===== config.mk =====
export PLATFORM = sky130hd
export DESIGN_NAME = conv_bias_relu_pool
export DESIGN_NICKNAME = d
export VERILOG_FILES = /design/src/rtl/conv_bias_relu_pool.sv
export SDC_FILE = /design/constraint.sdc
export NUM_CORES = 1
export LEC_CHECK = 0
export BUFFER_PORTS_ARGS = -buffer_cell sky130_fd_sc_hd__buf_2
export CORE_AREA = 2 2 186 188
export DETAILED_ROUTE_END_ITERATION = 16
export DIE_AREA = 0 0 188 190
export GPL_ROUTABILITY_DRIVEN = 0
export GPL_TIMING_DRIVEN = 0
export HOLD_SLACK_MARGIN = 0.08
export PLACE_DENSITY_LB_ADDON = 0.25
export SLEW_MARGIN = 20
export SYNTH_ARGS = -nofsm -noshare
export SYNTH_HDL_FRONTEND = slang
export SYNTH_SLANG_ARGS = --single-unit

===== constraint.sdc =====
create_clock -name sclk -period 7.24 [get_ports sclk]
set_clock_uncertainty 0.05 [all_clocks]
set_input_delay 0 -clock sclk [delete_from_list [all_inputs] [get_ports sclk]]
set_output_delay 0 -clock sclk [all_outputs]
set_load 0.01 [all_outputs]

===== src/rtl/conv_bias_relu_pool.sv =====
// Bias add, ReLU, shift/saturate to 16 bits, then 2x2 stride-2 max pooling over the conv map.
// Three register stages from din to dout: biased sum, clamped pixel, pooled output.
module conv_bias_relu_pool #(
    parameter int unsigned IMG_W = 26,
    parameter int unsigned IMG_H = 26,
    parameter int unsigned SHIFT = 4
) (
    input  logic        sclk,
    input  logic        s_rst_n,
    input  logic [19:0] din,
    input  logic        din_valid,
    input  logic        din_sof,
    input  logic [15:0] bias,
    output logic [15:0] dout,
    output logic        dout_valid,
    output logic        dout_last
);

    localparam int unsigned PW = IMG_W / 2;
    localparam int unsigned PH = IMG_H / 2;
    localparam int unsigned CW = $clog2(IMG_W);
    localparam int unsigned RW = $clog2(IMG_H);
    localparam int unsigned AW = (PW > 1) ? $clog2(PW) : 1;

    localparam logic [CW-1:0] COL_MAX  = CW'(IMG_W - 1);
    localparam logic [RW-1:0] ROW_MAX  = RW'(IMG_H - 1);
    localparam logic [CW:0]   COL_LIM  = (CW + 1)'(2 * PW);
    localparam logic [RW:0]   ROW_LIM  = (RW + 1)'(2 * PH);
    localparam logic [CW-1:0] COL_LAST = CW'(2 * PW - 1);
    localparam logic [RW-1:0] ROW_LAST = RW'(2 * PH - 1);

    function automatic logic [15:0] smax(input logic [15:0] a, input logic [15:0] b);
        return ($signed(a) > $signed(b)) ? a : b;
    endfunction

    logic signed [20:0] sum_q;
    logic               s1_valid, s1_sof;
    logic signed [20:0] shifted;
    logic [15:0]        q_d, q_q;
    logic               q_valid, q_sof;

    logic [CW-1:0]      col_q, eff_col;
    logic [RW-1:0]      row_q, eff_row;
    logic [15:0]        hreg_q;
    logic [15:0]        rowbuf [PW];
    logic [AW-1:0]      buf_idx;
    logic [15:0]        h_max, rd_val;
    logic               in_pool, fire, is_last;

    always_ff @(posedge sclk or negedge s_rst_n) begin
        if (!s_rst_n) begin
            sum_q    <= '0;
            s1_valid <= 1'b0;
            s1_sof   <= 1'b0;
        end else begin
            s1_valid <= din_valid;
            s1_sof   <= din_valid & din_sof;
            if (din_valid) begin
                sum_q <= {din[19], din} + {{5{bias[15]}}, bias};
            end
        end
    end

    always_comb begin
        shifted = sum_q >>> SHIFT;
        if (sum_q < 0) begin
            q_d = '0;
        end else if (shifted > 21'sd32767) begin
            q_d = 16'h7fff;
        end else begin
            q_d = shifted[15:0];
        end
    end

    always_ff @(posedge sclk or negedge s_rst_n) begin
        if (!s_rst_n) begin
            q_q     <= '0;
            q_valid <= 1'b0;
            q_sof   <= 1'b0;
        end else begin
            q_valid <= s1_valid;
            q_sof   <= s1_sof;
            if (s1_valid) begin
                q_q <= q_d;
            end
        end
    end

    // A start-of-frame pixel is taken as position (0,0) regardless of the counters.
    always_comb begin
        eff_col = q_sof ? '0 : col_q;
        eff_row = q_sof ? '0 : row_q;
        in_pool = ({1'b0, eff_col} < COL_LIM) && ({1'b0, eff_row} < ROW_LIM);
        buf_idx = AW'(eff_col >> 1);
        h_max   = smax(hreg_q, q_q);
        rd_val  = rowbuf[buf_idx];
        fire    = q_valid && in_pool && eff_col[0] && eff_row[0];
        is_last = (eff_col == COL_LAST) && (eff_row == ROW_LAST);
    end

    always_ff @(posedge sclk or negedge s_rst_n) begin
        if (!s_rst_n) begin
            col_q      <= '0;
            row_q      <= '0;
            hreg_q     <= '0;
            dout       <= '0;
            dout_valid <= 1'b0;
            dout_last  <= 1'b0;
        end else begin
            dout_valid <= fire;
            dout_last  <= fire && is_last;
            if (fire) begin
                dout <= smax(h_max, rd_val);
            end
            if (q_valid) begin
                if (eff_col == COL_MAX) begin
                    col_q <= '0;
                    row_q <= (eff_row == ROW_MAX) ? '0 : eff_row + 1'b1;
                end else begin
                    col_q <= eff_col + 1'b1;
                    row_q <= eff_row;
                end
                if (in_pool && !eff_col[0]) begin
                    hreg_q <= q_q;
                end
            end
        end
    end

    always_ff @(posedge sclk) begin
        if (q_valid && in_pool && eff_col[0] && !eff_row[0]) begin
            rowbuf[buf_idx] <= h_max;
        end
    end

endmodule


==> results of run 1 <==
==> routing by layer <==
layer	track usage [%]	vias up	share of wire, %
met5	0	-	0
met4	4.33	0	2.0
met3	2.66	51	5.7
met2	33.6	266	49
met1	25.3	4352	43
li1	-	4150	-
==> worst min-delay path, stage by stage <==
cell,delay [ns]
buf_2,0.08
ha_1,0.17
a21oi_1,0.05
o21ai_0,0.09
xor2_1,0.16
mux2_2,0.15
==> sequential cells by signal (all words and copies together), names as in the netlist, 5 cells and up <==
register	cells
row_q	5
sum_q	17
col_q	5
rowbuf	208
hreg_q	16
dout	16
q_q	16
==> power breakdown <==
group | internal (mW) | switching, mW
clock network | 0.952 | 0.645
logic | 0.826 | 1.44
registers | 2.19 | 0.0968
==> final cells by class <==
type	instances	share of cell area (%)
inverter	37	0.868
multi-input combinational	632	29.2
sequential	289	51.7
clock inverter	9	0.743
tap	455	3.56
timing repair buffer	135	6.38
buffer	56	1.77
clock buffer	49	5.79
==> what timing repair did <==
item / in CTS / in global routing
buffers inserted: 0 / 0
hold endpoints to repair: 100 / 0
hold buffers: 50 / 0
==> cell families after synthesis <==
| logic type | after synthesis |
|---|---|
| muxes | 99 |
| AOI/OAI and AO/OA | 228 |
| adders and majority gates | 55 |
| buffers and inverters | 93 |
| and+or+nand+nor | 233 |
| DFF | 289 |
| xor gates and xnor gates | 17 |
==> cell usage after synthesis (4+ instances only) <==
| cell | n |
|---|---|
| nor2_1 | 64 |
| o21bai_1 | 17 |
| a221o_1 | 14 |
| or3_1 | 4 |
| mux2i_1 | 54 |
| o221ai_1 | 18 |
| nand3_1 | 10 |
| xnor2_1 | 9 |
| xor2_1 | 8 |
| and2_2 | 6 |
| a22oi_1 | 6 |
| nor2b_1 | 16 |
| buf_2 | 8 |
| a21o_1 | 14 |
| nand2_1 | 76 |
| nor3_1 | 7 |
| nand4_1 | 12 |
| a21oi_1 | 60 |
| ha_1 | 55 |
| nor4_1 | 7 |
| nand2b_1 | 7 |
| clkbuf_1 | 38 |
| o21ai_0 | 48 |
| inv_1 | 37 |
| a221oi_1 | 9 |
| o22ai_1 | 12 |
| and2_1 | 6 |
| mux2_2 | 34 |
| edfxtp_1 | 208 |
| nor3b_1 | 6 |
| dfrtp_1 | 81 |
| mux2_4 | 7 |
| mux4_2 | 4 |
==> how the worst max path moves through the flow <==
stage                    startpoint  slack (ns)                      to  cells after the start
3_3_place_gp        q_sof$_DFF_PN0_        0.88  rowbuf[2][9]$_DFFE_PP_                      6
2_1_floorplan   q_q[15]$_DFFE_PN0P_        2.70    dout[10]$_DFFE_PN0P_                     19
6_report            q_sof$_DFF_PN0_        1.73     dout[9]$_DFFE_PN0P_                     17
3_5_place_dp   col_q[1]$_DFFE_PN0P_        1.78     dout[9]$_DFFE_PN0P_                     19
5_1_grt        col_q[1]$_DFFE_PN0P_        1.49     dout[9]$_DFFE_PN0P_                     19
4_1_cts             q_sof$_DFF_PN0_        1.78     dout[9]$_DFFE_PN0P_                     17
==> run summary, run 1 <==
# rows -> 68
Reg clk slew, reported paths -> 0.06 ns
Util after Layout -> 47.1%
CTS resizes -> 0
synth-to-layout area growth -> 20.3%
max_slew headroom -> 37.0%
r2r startpoint -> q_sof$_DFF_PN0_
crit-path leading delay family -> compound AO/OA/AOI/OAI gates
Reg-to-Reg End -> dout[9]$_DFFE_PN0P_
slowest CP cell -> a221oi_1
synthesized net count -> 1,109
min-delay src -> din[11]
yosys synthesis warning count -> 0
post-route cell area -> 16,000 µm²
DRT Pass-1 Iters -> 6
share of layout cells above drive strength 1 -> 18.6%
Core Region -> 33,900 µm²
RSZ-0062 raised after global routing -> false
hold path cells -> 6
#FFs+latches synth -> 289
CP peak stage delay -> 0.66 ns
Netlist cell types -> 63
Final setup viols -> 0
mean post-synth cell area -> 13.1 µm²
post-synth top area share -> 47.0%
hpwl dp -> 23,900 µm
setup TNS -> 0 ns
drt wl/cell -> 20.4 µm
post-synthesis cell count -> 1,014
initial core utilization -> 39.2%
nets@finish -> 1,277
critical-path cell list -> clkbuf_1 -> nand2b_1 -> buf_1 -> o22ai_1 -> nand2_1 -> nand2_1 -> a221oi_1 -> ha_1 -> a21o_1 -> a21o_1 -> a21oi_1 -> nor2_1 -> or4_4 -> o31ai_4 -> nor2_2 -> buf_6 -> a221o_1
sequential cell area -> 8270 µm²
Overall Power -> 6.15 mW
Tmin final -> 5.51 ns
status -> complete, no violations
most area-hungry cell type in the Yosys netlist -> edfxtp_1
first-pass GRT wire length -> 52,700 µm
PnR worst setup slack -> 1.73 ns
Post-synth EDFFs -> 208
Fin. Hold Viols -> 0
post-synthesis mux area share -> 8.41%
Finished Layout Cells -> 1,662
Inst Count DP -> 1,554
TritonCTS clock tree -> yes
multi-input logic area -> 4670 µm²
startpoint types -> flop
vias in the first global route -> 8,933
ranking of synthesized cells by area -> edfxtp_1, dfrtp_1, ha_1
Final ANT Viol Nets -> 0
r2r setup slk -> 1.73 ns
HP Class -> primary input to flop
CP Max Fanout -> 10
Die Wd -> 188 µm
# port buffers -> 57
Post-Place Cell Area -> 14,400 µm²
Max Fclk -> 0.182 GHz
Initial DRC Count -> 661
initial antenna violation count -> 0
GRT Residual Overflow -> 0
Critical Path AT -> 5.89 ns
WHS -> 0.122 ns
fill count -> 3,007
CTS Buf Count -> 31
I/O pins -> 58
Worst Hold Path EP -> sum_q[12]$_DFFE_PN0P_
CTS root buf -> clkbuf_16
# Max-Cap Violations -> 0
endpoint class of the critical path -> flop
top_reg_cell synth -> edfxtp_1
VDD IR-drop max -> 0.000195 V
Post-Synth Simple-Gate Area -> 8.36%
period utilization -> 76.1%
most frequent cells in the layout -> edfxtp_1, dfrtp_1, buf_2, nand2_1
kind of critical path -> flop to flop
Vias/cell -> 5.31
Worst Path Buf+Inv -> 3
largest family of logic cells by synthesized area -> compound AO/OA/AOI/OAI gates
static leakage -> 6.36 nW
final wirelength -> 33,900 µm
dpl ws -> 1.78 ns
most common cell after layout, fill and taps aside -> edfxtp_1
Via Count -> 8,819
largest net degree at the start of global routing -> 57
# DRC -> 0
Slew Viols, Final -> 0
WP data required -> 7.62 ns
PwrDens -> 384 nW/µm²
Clock Tree Buf Depth -> 3
Seq/Total Area, Yosys -> 62.2%
die area -> 35,700 µm²
Synth Area in Adders -> 5.17%
depth of the CTS H-tree -> 1
clk_lat worst skew -> 0.58 ns
Synth async-reset ratio -> 28.0%
Least-Margin Pin Slew -> 0.944 ns
Netlist Area Pre-Place -> 13,300 µm²
Ant. Diodes -> 0
post-synthesis compound-gate area fraction -> 11.6%
XOR/XNOR Fraction of Synth Area -> 1.12%
total track usage -> 19.2%
CTS sink count -> 289
Worst R2R Path Depth -> 17
Die Y -> 190 µm
Power figures use the tool's default switching activity.
==> inputs of run 2 (changes only) <==
- clock period: 7.24 -> 4.7 ns (I/O delays scaled with it)
==> run summary, run 2 (same netlist as run 1, synthesis figures left out) <==
status -> complete, no violations
startpoint types -> flop
Finished Layout Cells -> 1,680
r2r setup slk -> 0.16 ns
I/O pins -> 58
Reg clk slew, reported paths -> 0.06 ns
vias in the first global route -> 8,998
# port buffers -> 57
Largest regs -> rowbuf: 208 flops, sum_q: 17 flops
Vias/cell -> 5.29
# rows -> 68
internal power component -> 6.38 mW
WP data required -> 5.09 ns
kind of critical path -> flop to flop
clock network fraction of total power -> 25.0%
Reg-to-Reg End -> dout[3]$_DFFE_PN0P_
Inst Count DP -> 1,554
Gate power share -> 39.1%
Max Fclk -> 0.220 GHz
CTS sink count -> 289
Core Region -> 33,900 µm²
Worst Hold Path EP -> sum_q[12]$_DFFE_PN0P_
max reg flops -> 208
most common cell after layout, fill and taps aside -> edfxtp_1
post-route cell area -> 16,400 µm²
period utilization -> 96.7%
endpoint class of the critical path -> flop
# Max-Cap Violations -> 0
# DRC -> 0
Worst R2R Path Depth -> 19
final wirelength -> 34,300 µm
Final setup viols -> 0
Initial DRC Count -> 641
Critical Path AT -> 4.93 ns
Slew Viols, Final -> 0
Via Count -> 8,892
initial antenna violation count -> 0
met2 WL -> 16,900 µm
synth-to-layout area growth -> 23.2%
initial core utilization -> 39.2%
met3 WL post-DR -> 1840 µm
depth of the CTS H-tree -> 1
TritonCTS clock tree -> yes
CTS root buf -> clkbuf_16
total track usage -> 19.2%
Die Wd -> 188 µm
Post-Place Cell Area -> 14,400 µm²
Clock Tree Buf Depth -> 3
clk_lat worst skew -> 0.57 ns
Ant. Diodes -> 0
PwrDens -> 602 nW/µm²
max_slew headroom -> 36.7%
switching part of the total -> 35.4%
drt wl/cell -> 20.4 µm
Overall Power -> 9.86 mW
DRT Pass-1 Iters -> 5
hold path cells -> 6
VDD IR-drop max -> 0.000316 V
WL met1 -> 14,800 µm
Final ANT Viol Nets -> 0
Least-Margin Pin Slew -> 0.948 ns
Die Y -> 190 µm
HP Class -> primary input to flop
most frequent cells in the layout -> edfxtp_1, dfrtp_1, nand2_1, buf_2, nor2_1
P_sw -> 3.49 mW
Tmin final -> 4.54 ns
largest net degree at the start of global routing -> 57
Fin. Hold Viols -> 0
die area -> 35,700 µm²
CP Max Fanout -> 6
static leakage -> 6.51 nW
DR top layer -> met4
first-pass GRT wire length -> 52,800 µm
GRT Residual Overflow -> 0
Flop pwr share -> 36.0%
r2r startpoint -> hreg_q[7]$_DFFE_PN0P_
min-delay src -> din[11]
nets@finish -> 1,295
share of layout cells above drive strength 1 -> 22.9%
CTS Buf Count -> 31
hpwl dp -> 23,900 µm
WHS -> 0.116 ns
largest register by flop count -> rowbuf
-- run 2: cell types whose count changed in the layout (fill, tap and decap cells not counted), sizes merged --
cell,change
buf,+19
clkbuf,-1
-- run 2: critical path: stages (launching register included) --
cell and delay (ns):
dfrtp_1 0.42, ha_4 0.28, nand4_1 0.10, or3_1 0.40, o221a_1 0.24, a211o_1 0.28
buf_6 0.14, buf_12 0.12, buf_12 0.13, mux2_4 0.33, ha_4 0.25, nor2b_1 0.12
o21a_1 0.17, o21a_1 0.17, o21bai_1 0.20, a211oi_2 0.12, o31ai_4 0.34, nor2_4 0.07
buf_4 0.15, a221o_1 0.34
-- run 2: how the worst max path moves through the flow --
stage                                from                      to  slack [ns]  cells after the start
CTS                   q_q[15]$_DFFE_PN0P_     dout[0]$_DFFE_PN0P_      -0.004                     20
global placement          q_sof$_DFF_PN0_  rowbuf[2][9]$_DFFE_PP_       -1.66                      6
detailed placement   col_q[1]$_DFFE_PN0P_     dout[9]$_DFFE_PN0P_       -0.76                     19
finish              hreg_q[7]$_DFFE_PN0P_     dout[3]$_DFFE_PN0P_        0.16                     19
floorplan             q_q[15]$_DFFE_PN0P_    dout[10]$_DFFE_PN0P_        0.16                     19
global route        hreg_q[7]$_DFFE_PN0P_    dout[13]$_DFFE_PN0P_      -0.002                     18
-- run 2: layout make-up --
class	instances	area, µm²
fill	2972	17600
sequential	289	8270
multi-input combinational	632	4870
timing repair buffer	155	1180
clock buffer	49	926
tap	455	569
buffer	54	298
inverter	37	139
clock inverter	9	119
-- run 2: power by group through the flow --
stage | logic (mW) | registers (mW) | clock network, mW
floorplan | 2.24 | 3.53 | 0
global placement | 3.34 | 3.57 | 0
detailed placement | 3.43 | 3.57 | 0
CTS | 3.66 | 3.53 | 2.50
global route | 4.21 | 3.57 | 2.59
finish | 3.86 | 3.55 | 2.46
-- run 2: metrics by stage --
| stage | util (%) | setup WS [ns] | TNS (ns) |
|---|---|---|---|
| floorplan | - | 0.164 | 0 |
| global placement | 41.7 | -1.66 | -134.44 |
| detailed placement | 42.5 | -0.765 | -10.54 |
| CTS | 47.5 | -0.00350 | -0.00350 |
| global route | 48.3 | -0.00240 | -0.00240 |
| finish | 48.3 | 0.157 | 0 |
-- run 2: per-layer routing --
layer  up-vias  track usage (%)
met5         -                0
met4         0             4.82
met3        50             2.66
met2       266             33.6
met1      4389             25.3
li1       4187                -
-- run 2: repair_timing --
item                                   CTS  global route
cloned                                   0             1
setup buffers                            8            11
pin swaps                                3            14
setup endpoints to repair               16            16
gates resized for setup                 19            31
endpoints found under the hold margin  100             0
hold buffers                            50             0
==> inputs of run 3 (changes only) <==
- BUFFER_PORTS_ARGS: -buffer_cell sky130_fd_sc_hd__buf_2 -> -buffer_cell sky130_fd_sc_hd__buf_4
- CORE_AREA: 2 2 186 188 -> 2 2 159 161
- DIE_AREA: 0 0 188 190 -> 0 0 161 163
- PLACE_DENSITY: not set -> 0.79
- PLACE_DENSITY_LB_ADDON: 0.25 -> not set
==> run summary, run 3 (same netlist as run 1, synthesis figures left out) <==
most common cell after layout, fill and taps aside -> edfxtp_1
Core Region -> 24,700 µm²
period utilization -> 98.9%
final wirelength -> 33,600 µm
Least-Margin Pin Slew -> 0.863 ns
# Max-Cap Violations -> 0
Tmin final -> 4.65 ns
HP Class -> primary input to asynchronous set/reset pin
Most Crowded Layer GR -> met2
Initial DRC Count -> 990
share of layout cells above drive strength 1 -> 22.0%
Vias/cell -> 6.05
first-pass GRT wire length -> 52,000 µm
post-route cell area -> 16,200 µm²
dpl ws -> -0.627 ns
initial core utilization -> 53.9%
Via Count -> 9,323
Fin. Hold Viols -> 0
sequential cell area -> 8270 µm²
hpwl dp -> 22,400 µm
Gate power share -> 39.7%
GRT Residual Overflow -> 0
largest register by flop count -> rowbuf
PnR worst setup slack -> 0.0534 ns
Max Fclk -> 0.215 GHz
CP Max Fanout -> 9
total track usage -> 25.8%
Ant. Diodes -> 0
internal power component -> 6.30 mW
status -> complete, no violations
met2 Use GR -> 45.6%
clk_lat worst skew -> 0.54 ns
endpoint class of the critical path -> flop
initial antenna violation count -> 0
Reg clk slew, reported paths -> 0.06 ns
multi-input logic area -> 4840 µm²
synth-to-layout area growth -> 21.7%
Flop pwr share -> 36.3%
CTS sink count -> 289
max reg flops -> 208
Post-Place Cell Area -> 14,400 µm²
startpoint types -> flop
Die Y -> 163 µm
clock network fraction of total power -> 23.9%
setup TNS -> 0 ns
Die Wd -> 161 µm
# rows -> 58
Slew Viols, Final -> 0
nets@finish -> 1,285
drt wl/cell -> 21.8 µm
I/O pins -> 58
DRT Pass-1 Iters -> 6
met1 Track Usage GR -> 32.0%
kind of critical path -> flop to flop
TritonCTS clock tree -> yes
WHS -> 0.0267 ns
CTS Buf Count -> 29
Util after Layout -> 65.6%
die area -> 26,200 µm²
vias in the first global route -> 9,522
Critical Path AT -> 5.01 ns
static leakage -> 6.47 nW
depth of the CTS H-tree -> 1
fill count -> 1,738
switching part of the total -> 35.3%
Final ANT Viol Nets -> 0
P_sw -> 3.44 mW
most frequent cells in the layout -> edfxtp_1, buf_4, dfrtp_1, nand2_1, nor2_1
WP data required -> 5.06 ns
largest net degree at the start of global routing -> 82
# DRC -> 0
max_slew headroom -> 42.4%
Clock Tree Buf Depth -> 3
PwrDens -> 602 nW/µm²
Final setup viols -> 0
# port buffers -> 57
Largest regs -> rowbuf: 208 flops, sum_q: 17 flops
CTS root buf -> clkbuf_16
VDD IR-drop max -> 0.000337 V
met3 Use GR -> 4.89%
==> run 3: cell count changes in the layout (fill, tap and decap cells not counted), sizes merged <==
cell | before | now
buf | 121 | 114
dlygate4sd3 | 49 | 47
inv | 39 | 37
clkbuf | 88 | 86
==> run 3: final cells by class <==
class / count / share of cell area [%]
buffer: 55 / 1.87
clock buffer: 46 / 5.50
clock inverter: 7 / 0.549
inverter: 37 / 0.858
multi-input combinational: 632 / 29.9
sequential: 289 / 51.1
tap: 330 / 2.55
timing repair buffer: 146 / 7.65
==> run 3: final timing paths <==
kind                       cells after the start  slack, ns               endpoint          startpoint
max                                           19       0.05   dout[13]$_DFFE_PN0P_  q_q[6]$_DFFE_PN0P_
min                                            2       0.03  sum_q[17]$_DFFE_PN0P_             s_rst_n
max reg2reg                                   19       0.05   dout[13]$_DFFE_PN0P_  q_q[6]$_DFFE_PN0P_
min reg2reg                                    0       0.30        q_sof$_DFF_PN0_    s1_sof$_DFF_PN0_
max in group asynchronous                      2       4.05    dout[6]$_DFFE_PN0P_             s_rst_n
min in group sclk                              6       0.14  sum_q[12]$_DFFE_PN0P_             din[11]
==> run 3: per-layer routing <==
metal  wire [µm]  vias up  share of wire, %
li1            -     4157                 -
met1       12500     4561                37
met2       16900      524                50
met3        3320       81               9.9
met4         979        0               2.9
met5           0        -                 0
==> run 3: power groups by stage <==
stage                     Clock (mW)  Combinational (mW)  Sequential [mW]
after floorplan                    0                2.24             3.53
after global placement             0                3.24             3.56
after detailed placement           0                3.39             3.57
after CTS                       2.35                3.66             3.53
after global routing            2.44                4.13             3.56
final                           2.33                3.87             3.54
==> run 3: metrics by stage <==
step | cells | power, mW
floorplan | 1014 | 5.77
global placement | 1401 | 6.80
detailed placement | 1427 | 6.96
CTS | 1539 | 9.53
global route | 1542 | 10.1
finish | 1542 | 9.74
==> run 3: what timing repair did <==
action / 4_1_cts / 5_1_grt
gates resized for setup: 21 / 31
hold endpoints to repair: 100 / 0
setup endpoints to repair: 16 / 16
buffers inserted: 13 / 3
pin swaps: 7 / 12
hold buffers: 47 / 0
==> run 3: worst max-delay path: stages, from the launching register on <==
cell	delay [ns]
dfrtp_1	0.35
inv_1	0.08
ha_1	0.31
nand4_1	0.13
or3_4	0.41
o221a_1	0.22
a211o_1	0.28
buf_6	0.14
buf_12	0.12
mux2_4	0.31
ha_4	0.24
a21o_1	0.18
a21o_1	0.19
a21oi_2	0.14
nor2_1	0.05
or4_4	0.43
o31ai_4	0.28
nor2_4	0.08
buf_8	0.15
a221o_1	0.35
